### src/rtl/easyaxi_rd_arb_pkg.sv
// Shared EASYAXI field widths, codes and types for the N:1 read-channel arbiter.
// The define block doubles as the codebase-wide easyaxi_define set.
`ifndef EASYAXI_DEFINE_V
`define EASYAXI_DEFINE_V
`define AXI_ID_W       4
`define AXI_ADDR_W     32
`define AXI_DATA_W     32
`define AXI_LEN_W      8
`define AXI_SIZE_W     3
`define AXI_BURST_W    2
`define AXI_RESP_W     2
`define AXI_MST_IDX_W  1
`define AXI_BURST_FIXED 2'b00
`define AXI_BURST_INCR  2'b01
`define AXI_BURST_WRAP  2'b10
`define AXI_RESP_OKAY   2'b00
`define AXI_RESP_EXOKAY 2'b01
`define AXI_RESP_SLVERR 2'b10
`define AXI_RESP_DECERR 2'b11
`endif

package easyaxi_rd_arb_pkg;

   localparam int unsigned AXI_ID_W    = `AXI_ID_W;
   localparam int unsigned AXI_ADDR_W  = `AXI_ADDR_W;
   localparam int unsigned AXI_DATA_W  = `AXI_DATA_W;
   localparam int unsigned AXI_LEN_W   = `AXI_LEN_W;
   localparam int unsigned AXI_SIZE_W  = `AXI_SIZE_W;
   localparam int unsigned AXI_BURST_W = `AXI_BURST_W;
   localparam int unsigned AXI_RESP_W  = `AXI_RESP_W;

   typedef enum logic {
      ST_UNLOCKED = 1'b0,
      ST_LOCKED   = 1'b1
   } lock_state_e;

   typedef struct packed {
      logic [AXI_ADDR_W-1:0]  addr;
      logic [AXI_LEN_W-1:0]   len;
      logic [AXI_SIZE_W-1:0]  size;
      logic [AXI_BURST_W-1:0] burst;
   } ar_pld_t;

   // Index width for n requesters; a single requester still needs one bit.
   function automatic int unsigned idx_w(input int unsigned n);
      return (n > 1) ? $clog2(n) : 1;
   endfunction

endpackage

### src/rtl/easyaxi_rr_arb.sv
// Combinational round-robin pick: first asserted request at or above i_ptr, with wrap.
module easyaxi_rr_arb
   import easyaxi_rd_arb_pkg::*;
#(
   parameter  int unsigned N     = 2,
   localparam int unsigned IDX_W = idx_w(N)
) (
   input  logic [N-1:0]     i_req,
   input  logic [IDX_W-1:0] i_ptr,
   output logic [N-1:0]     o_gnt_oh,
   output logic [IDX_W-1:0] o_gnt_idx,
   output logic             o_any
);

   always_comb begin
      int unsigned k;
      k         = 0;
      o_gnt_oh  = '0;
      o_gnt_idx = '0;
      o_any     = 1'b0;
      for (int unsigned i = 0; i < N; i++) begin
         k = (int'(i_ptr) + i) % N;
         if (!o_any && i_req[IDX_W'(k)]) begin
            o_any       = 1'b1;
            o_gnt_idx   = IDX_W'(k);
            o_gnt_oh[k] = 1'b1;
         end
      end
   end

endmodule

### src/rtl/easyaxi_rd_arb.sv
// N:1 EASYAXI read arbiter: round-robin AR grant with lock-on-stall, master index
// prepended to ARID, R beats routed back on the upper RID bits, per-master throttle.
module easyaxi_rd_arb
   import easyaxi_rd_arb_pkg::*;
#(
   parameter  int unsigned MST_NUM   = 2,
   parameter  int unsigned OST_MAX   = 16,
   localparam int unsigned MST_IDX_W = idx_w(MST_NUM),
   localparam int unsigned OST_CNT_W = $clog2(OST_MAX + 1),
   localparam int unsigned SID_W     = AXI_ID_W + MST_IDX_W
) (
   input  logic                           clk,
   input  logic                           rst_n,
   input  logic [MST_NUM-1:0]             mst_arvalid,
   output logic [MST_NUM-1:0]             mst_arready,
   input  logic [MST_NUM*AXI_ID_W-1:0]    mst_arid,
   input  logic [MST_NUM*AXI_ADDR_W-1:0]  mst_araddr,
   input  logic [MST_NUM*AXI_LEN_W-1:0]   mst_arlen,
   input  logic [MST_NUM*AXI_SIZE_W-1:0]  mst_arsize,
   input  logic [MST_NUM*AXI_BURST_W-1:0] mst_arburst,
   output logic [MST_NUM-1:0]             mst_rvalid,
   input  logic [MST_NUM-1:0]             mst_rready,
   output logic [AXI_ID_W-1:0]            mst_rid,
   output logic [AXI_DATA_W-1:0]          mst_rdata,
   output logic [AXI_RESP_W-1:0]          mst_rresp,
   output logic                           mst_rlast,
   output logic                           slv_arvalid,
   input  logic                           slv_arready,
   output logic [SID_W-1:0]               slv_arid,
   output logic [AXI_ADDR_W-1:0]          slv_araddr,
   output logic [AXI_LEN_W-1:0]           slv_arlen,
   output logic [AXI_SIZE_W-1:0]          slv_arsize,
   output logic [AXI_BURST_W-1:0]         slv_arburst,
   input  logic                           slv_rvalid,
   output logic                           slv_rready,
   input  logic [SID_W-1:0]               slv_rid,
   input  logic [AXI_DATA_W-1:0]          slv_rdata,
   input  logic [AXI_RESP_W-1:0]          slv_rresp,
   input  logic                           slv_rlast,
   output logic                           error
);

   lock_state_e            r_state, w_state_nxt;
   logic [MST_IDX_W-1:0]   r_grant, w_grant_nxt;
   logic [MST_IDX_W-1:0]   r_rr_ptr, w_ptr_nxt;
   logic [OST_CNT_W-1:0]   r_ost_cnt [MST_NUM];
   logic                   r_error;

   logic                   w_lock;
   logic [MST_NUM-1:0]     w_req;
   logic [MST_NUM-1:0]     w_pick_oh;
   logic [MST_IDX_W-1:0]   w_pick_idx;
   logic                   w_pick_any;
   logic [MST_IDX_W-1:0]   w_grant;
   logic [MST_NUM-1:0]     w_grant_oh;
   logic                   w_ar_hs;
   ar_pld_t                w_pld;
   logic [AXI_ID_W-1:0]    w_arid;
   logic [MST_IDX_W-1:0]   w_r_idx;
   logic                   w_idx_ok;
   logic                   w_cnt_nz;
   logic                   w_rr_sel;
   logic                   w_r_ok;
   logic                   w_r_bad;
   logic                   w_r_last_hs;
   logic [MST_NUM-1:0]     w_ost_inc;
   logic [MST_NUM-1:0]     w_ost_dec;

   assign w_lock = (r_state == ST_LOCKED);

   // A master at its outstanding limit drops out of new arbitration only.
   always_comb begin
      w_req = '0;
      for (int unsigned k = 0; k < MST_NUM; k++) begin
         w_req[k] = mst_arvalid[k] & (r_ost_cnt[k] != OST_CNT_W'(OST_MAX));
      end
   end

   easyaxi_rr_arb #(.N(MST_NUM)) u_rr_arb (
      .i_req     (w_req),
      .i_ptr     (r_rr_ptr),
      .o_gnt_oh  (w_pick_oh),
      .o_gnt_idx (w_pick_idx),
      .o_any     (w_pick_any)
   );

   assign w_grant     = w_lock ? r_grant : w_pick_idx;
   assign w_grant_oh  = w_lock ? (MST_NUM'(1) << r_grant) : w_pick_oh;
   assign slv_arvalid = rst_n & (w_lock | w_pick_any);
   assign w_ar_hs     = slv_arvalid & slv_arready;
   assign mst_arready = w_ar_hs ? w_grant_oh : '0;
   assign w_ost_inc   = mst_arready;

   always_comb begin
      w_pld  = '0;
      w_arid = '0;
      for (int unsigned k = 0; k < MST_NUM; k++) begin
         if (w_grant == MST_IDX_W'(k)) begin
            w_pld.addr  = mst_araddr[k*AXI_ADDR_W +: AXI_ADDR_W];
            w_pld.len   = mst_arlen[k*AXI_LEN_W +: AXI_LEN_W];
            w_pld.size  = mst_arsize[k*AXI_SIZE_W +: AXI_SIZE_W];
            w_pld.burst = mst_arburst[k*AXI_BURST_W +: AXI_BURST_W];
            w_arid      = mst_arid[k*AXI_ID_W +: AXI_ID_W];
         end
      end
   end

   assign slv_arid    = {w_grant, w_arid};
   assign slv_araddr  = w_pld.addr;
   assign slv_arlen   = w_pld.len;
   assign slv_arsize  = w_pld.size;
   assign slv_arburst = w_pld.burst;

   // Lock FSM: a stalled offer freezes grant and payload until it is accepted.
   always_comb begin
      w_state_nxt = r_state;
      w_grant_nxt = r_grant;
      w_ptr_nxt   = r_rr_ptr;
      case (r_state)
         ST_UNLOCKED: begin
            if (slv_arvalid && !slv_arready) begin
               w_state_nxt = ST_LOCKED;
               w_grant_nxt = w_grant;
            end
         end
         ST_LOCKED: begin
            if (slv_arready) w_state_nxt = ST_UNLOCKED;
         end
         default: w_state_nxt = ST_UNLOCKED;
      endcase
      if (w_ar_hs) begin
         w_ptr_nxt = (w_grant == MST_IDX_W'(MST_NUM - 1)) ? '0 : w_grant + MST_IDX_W'(1);
      end
   end

   always_ff @(posedge clk or negedge rst_n) begin
      if (!rst_n) begin
         r_state  <= ST_UNLOCKED;
         r_grant  <= '0;
         r_rr_ptr <= '0;
      end else begin
         r_state  <= w_state_nxt;
         r_grant  <= w_grant_nxt;
         r_rr_ptr <= w_ptr_nxt;
      end
   end

   // R demux; beats for an unknown or idle master are drained and flagged.
   assign w_r_idx = slv_rid[SID_W-1 -: MST_IDX_W];

   always_comb begin
      w_idx_ok = 1'b0;
      w_cnt_nz = 1'b0;
      w_rr_sel = 1'b0;
      for (int unsigned k = 0; k < MST_NUM; k++) begin
         if (w_r_idx == MST_IDX_W'(k)) begin
            w_idx_ok = 1'b1;
            w_cnt_nz = (r_ost_cnt[k] != '0);
            w_rr_sel = mst_rready[k];
         end
      end
   end

   assign w_r_ok      = slv_rvalid & w_idx_ok & w_cnt_nz;
   assign w_r_bad     = slv_rvalid & ~w_r_ok;
   assign slv_rready  = w_r_bad | w_rr_sel;
   assign w_r_last_hs = w_r_ok & slv_rready & slv_rlast;

   always_comb begin
      mst_rvalid = '0;
      w_ost_dec  = '0;
      for (int unsigned k = 0; k < MST_NUM; k++) begin
         mst_rvalid[k] = rst_n & w_r_ok & (w_r_idx == MST_IDX_W'(k));
         w_ost_dec[k]  = w_r_last_hs & (w_r_idx == MST_IDX_W'(k));
      end
   end

   assign mst_rid   = slv_rid[AXI_ID_W-1:0];
   assign mst_rdata = slv_rdata;
   assign mst_rresp = slv_rresp;
   assign mst_rlast = slv_rlast;

   always_ff @(posedge clk or negedge rst_n) begin
      if (!rst_n) begin
         for (int unsigned k = 0; k < MST_NUM; k++) r_ost_cnt[k] <= '0;
      end else begin
         for (int unsigned k = 0; k < MST_NUM; k++) begin
            if (w_ost_inc[k] && !w_ost_dec[k]) begin
               r_ost_cnt[k] <= r_ost_cnt[k] + OST_CNT_W'(1);
            end else if (w_ost_dec[k] && !w_ost_inc[k]) begin
               r_ost_cnt[k] <= r_ost_cnt[k] - OST_CNT_W'(1);
            end
         end
      end
   end

   always_ff @(posedge clk or negedge rst_n) begin
      if (!rst_n) r_error <= 1'b0;
      else        r_error <= r_error | w_r_bad;
   end

   assign error = r_error;

endmodule

### config.mk
export PLATFORM = sky130hd
export DESIGN_NAME = easyaxi_rd_arb
export DESIGN_NICKNAME = d
export VERILOG_FILES = /design/src/rtl/easyaxi_rd_arb_pkg.sv /design/src/rtl/easyaxi_rr_arb.sv /design/src/rtl/easyaxi_rd_arb.sv
export SDC_FILE = /design/constraint.sdc
export NUM_CORES = 1
export LEC_CHECK = 0
export ABC_AREA = 1
export CAP_MARGIN = 15
export CORE_AREA = 2 2 95 97
export CTS_CLUSTER_SIZE = 28
export DETAILED_ROUTE_END_ITERATION = 8
export DIE_AREA = 0 0 97 99
export HOLD_SLACK_MARGIN = 0.1
export PLACE_DENSITY = 0.73
export SLEW_MARGIN = 20
export SYNTH_ARGS = -nofsm -noshare
export SYNTH_HDL_FRONTEND = slang
export SYNTH_SLANG_ARGS = --single-unit
### constraint.sdc
create_clock -name clk -period 2.8 [get_ports clk]
set_clock_uncertainty 0.05 [all_clocks]
set_input_delay 0.28 -clock clk [delete_from_list [all_inputs] [get_ports clk]]
set_output_delay 0.28 -clock clk [all_outputs]
set_load 0.05 [all_outputs]
==> flow_summary.yaml <==
synth:
  synth_seq_cells: 14
  synth_area_leaders: "nand2_1 35%, dfrtp_1 18%, buf_4 15%"
  ys_seq_area_share_pct: 17.6
  ys_types: 25
  synth_ff_type: "dfrtp_1"
  synth.top_cell.area_share_pct: 34.7
  netlist_area_um2: 1990
  syn_nets: 489
  yosysTopAreaCell: "nand2_1"
  synth_edf_count: 0
  synthArstFlopShare_pct: 100
  yosysWarnings: 0
  synth_cells: 333
  syn_area_per_cell_um2: 5.98
  synth.most_common_cell: "nand2_1"
  ys_top_cells_by_count: "184 x nand2_1, 40 x buf_4, 21 x inv_1, 14 x dfrtp_1, 14 x nor2_1"
layout:
  nFillCells: 816
  finalNetCount: 613
  diodes: 0
  seq_area_um2: 353
  area_growth_pct: 99.4
  final-instance-count-excl-fill: 563
  drive_gt1_share_pct: 17.4
  multi_input_area_um2: 1160
  final_core_util_pct: 46.4
clocking:
  cts.sinks: 14
  cts_buffer_depth: 2
  numCtsBuffers: 3
  cts_tree: "done"
  htreeDepth: 1
  post_cts_buffers: 0
  clkLatencyLatePin_ns: 0.24
  ctsResizeCount: 0
  cts-root-buf: "clkbuf_8"
  ctsHoldBuffers: 0
  clk_pin_slew_worst_paths_ns: 0.06
timing:
  tns_ns: 0
  max_freq_ghz: 0.388
  setup_viol: 0
  relSlewSlack_pct: 66.0
  period_needed_ns: 2.58
  worst_pin_slew_ns: 0.508
  finalHoldViolations: 0
  period_share_pct: 92.1
  finalMaxSlewViolations: 0
global_routing:
  grt_usage_pct: 15.6
  grt_pass1_vias: 2426
  overflow: 0
  grt_max_degree: 41
  grt_pass1_wl_mm: 12.4
  antenna_found_initial: 0
setup_path:
  start_kind: "register"
  cp-end-kind: "register"
  slowest_stage: "dfrtp_1"
  rrSetupSlack_ns: 0.22
  cp_common_cell: "nand2_1"
  path_delay_family: "simple AND/OR/NAND/NOR gates"
  crit_buf_inv: 1
  required_ns: 2.94
  slowest_delay_ns: 0.43
  worstPathMaxFanout: 4
  crit_path_cell_trace: "nor2_2 -> nand3_2 -> nand3b_2 -> nand2_1 -> nand2_1 -> nand2_4 -> nor2_4 -> ha_1 -> inv_1 -> fa_2 -> a21oi_1 -> nor2_1 -> nor2_1 -> xor2_1 -> nand2_1 -> nand2_1"
  critical_path_class: "reg2reg"
  cp.arrival_ns: 2.72
power_and_ir_drop:
  p_leak_nw: 1.97
  pwr-share-comb_pct: 82.6
  ir_drop_mv: 0.445
  p_switching_mw: 1.64
  clkPwrFrac_pct: 5.2
  power_density_nw_per_um2: 802
  intPower_mw: 1.54
  power_frac_seq_pct: 12.2
  swShare_pct: 51.6
drt:
  routed_wl_mm: 8.00
  drtAntennaViolNets: 0
  drtIter0Drc: 51
  dr.pass1.iters: 4
  route.detailed.drc: 0
  vias: 2409
  viasPerCell: 4.28
  wire_per_inst_um: 14.2
run_status:
  status: "completed"
floorplan:
  placeableCoreArea_um2: 8550
  die_h_um: 99
  initial_core_util_pct: 23.3
  pin_count: 242
  die_w_um: 97
  die-area_um2: 9600
  rows: 34
placement:
  place_congestion: 0.901
  dp_hpwl_mm: 6.70
  placedCellCount: 560
  portBuffers: 165
hold_path:
  min_path_type: "reg2reg"
job:
  maxCapViolCount: 0
metrics by stage:
step	power, mW	hold slack [ns]	instance area (um2)	worst slack [ns]
floorplan	1.98	-0.0656	2000	0.0979
global placement	2.96	0.401	3910	0.160
detailed placement	3.01	0.427	3910	-0.0204
CTS	3.19	0.443	3950	0.147
global route	3.38	0.469	3970	-0.00582
finish	3.18	0.441	3970	0.221
area by class of cell:
cell class / count / share of cell area [%]
Timing Repair Buffer: 171 / 55.4
Inverter: 21 / 1.99
Sequential cell: 14 / 8.89
Clock buffer: 3 / 1.04
Tap cell: 108 / 3.40
Multi-Input combinational cell: 246 / 29.3
per-layer routing:
layer  wire, um  global-route usage [%]  up-vias
met5          0                   0.513        -
met3        740                    5.32       11
met4        137                    4.01        0
li1           -                       -     1215
met1       3190                    18.7     1049
met2       3930                    26.9      134
cell families (layout without fill, tap and decap cells):
group	count (synthesis)	after routing	share of synthesized area, %
XOR/XNOR	7	7	3.08
AO/OA/AOI/OAI	14	14	3.83
AND/OR/NAND/NOR	214	214	42.9
flip-flops	14	14	17.6
multiplexers	1	1	0.503
adder cells (fa/ha/maj)	10	10	7.04
buffers and inverters	73	195	25.1
worst paths after layout:
path | end | from | cells past startpoint
min in group asynchronous | r_ost_cnt[7]$_DFFE_PN0P_ | rst_n | 2
min | error$_DFF_PN0_ | error$_DFF_PN0_ | 2
min reg2reg | error$_DFF_PN0_ | error$_DFF_PN0_ | 2
max | r_ost_cnt[4]$_DFFE_PN0P_ | r_ost_cnt[5]$_DFFE_PN0P_ | 16
max reg2reg | r_ost_cnt[4]$_DFFE_PN0P_ | r_ost_cnt[5]$_DFFE_PN0P_ | 16
max in group asynchronous | r_ost_cnt[0]$_DFFE_PN0P_ | rst_n | 2
state kept, by name, indices dropped and copies added (netlist names):
signal / cells
r_rr_ptr: 1
r_ost_cnt: 10
r_grant: 1
r_state: 1
error: 1
cells in the final DEF, fill, tap and decap left out:
cell             Yosys  layout
nand3_1              8       8
a21oi_1              5       5
a31oi_1              1       1
nor2_1              14       9
buf_12               0      51
o21ai_0              6       6
ha_1                 8       7
o21bai_1             1       1
inv_1               21      21
fa_2                 0       1
nor2_2               1       5
dfrtp_2              0       2
a21boi_0             1       1
nand2_2              1       1
clkdlybuf4s50_1      0     110
nand2_4              2       2
clkbuf_8             0       3
dfrtp_1             14      12
nand4_1              1       1
nand3_2              1       1
nand3b_2             1       1
xor2_1               4       4
xnor2_1              3       3
mux2i_1              1       1
buf_4               40      10
fa_1                 2       1
nand3b_1             1       1
nor2_4               0       1
ha_2                 0       1
nand2_1            184     184
power by group through the flow:
stage	clock [mW]	sequential (mW)	combinational (mW)
6_report	0.164	0.388	2.63
5_1_grt	0.176	0.402	2.81
4_1_cts	0.169	0.376	2.64
3_5_place_dp	0	0.378	2.63
3_3_place_gp	0	0.374	2.59
2_1_floorplan	0	0.354	1.62
worst reg2reg max path: cells and delay by family, from the launching register on:
kind,cells,cell delay (ns)
simple gates,11,1.05
buf+inv,1,0.11
compound gates,1,0.15
flops,1,0.43
xor+xnor,1,0.16
fa+ha+maj,2,0.58
Power figures use the tool's default switching activity.
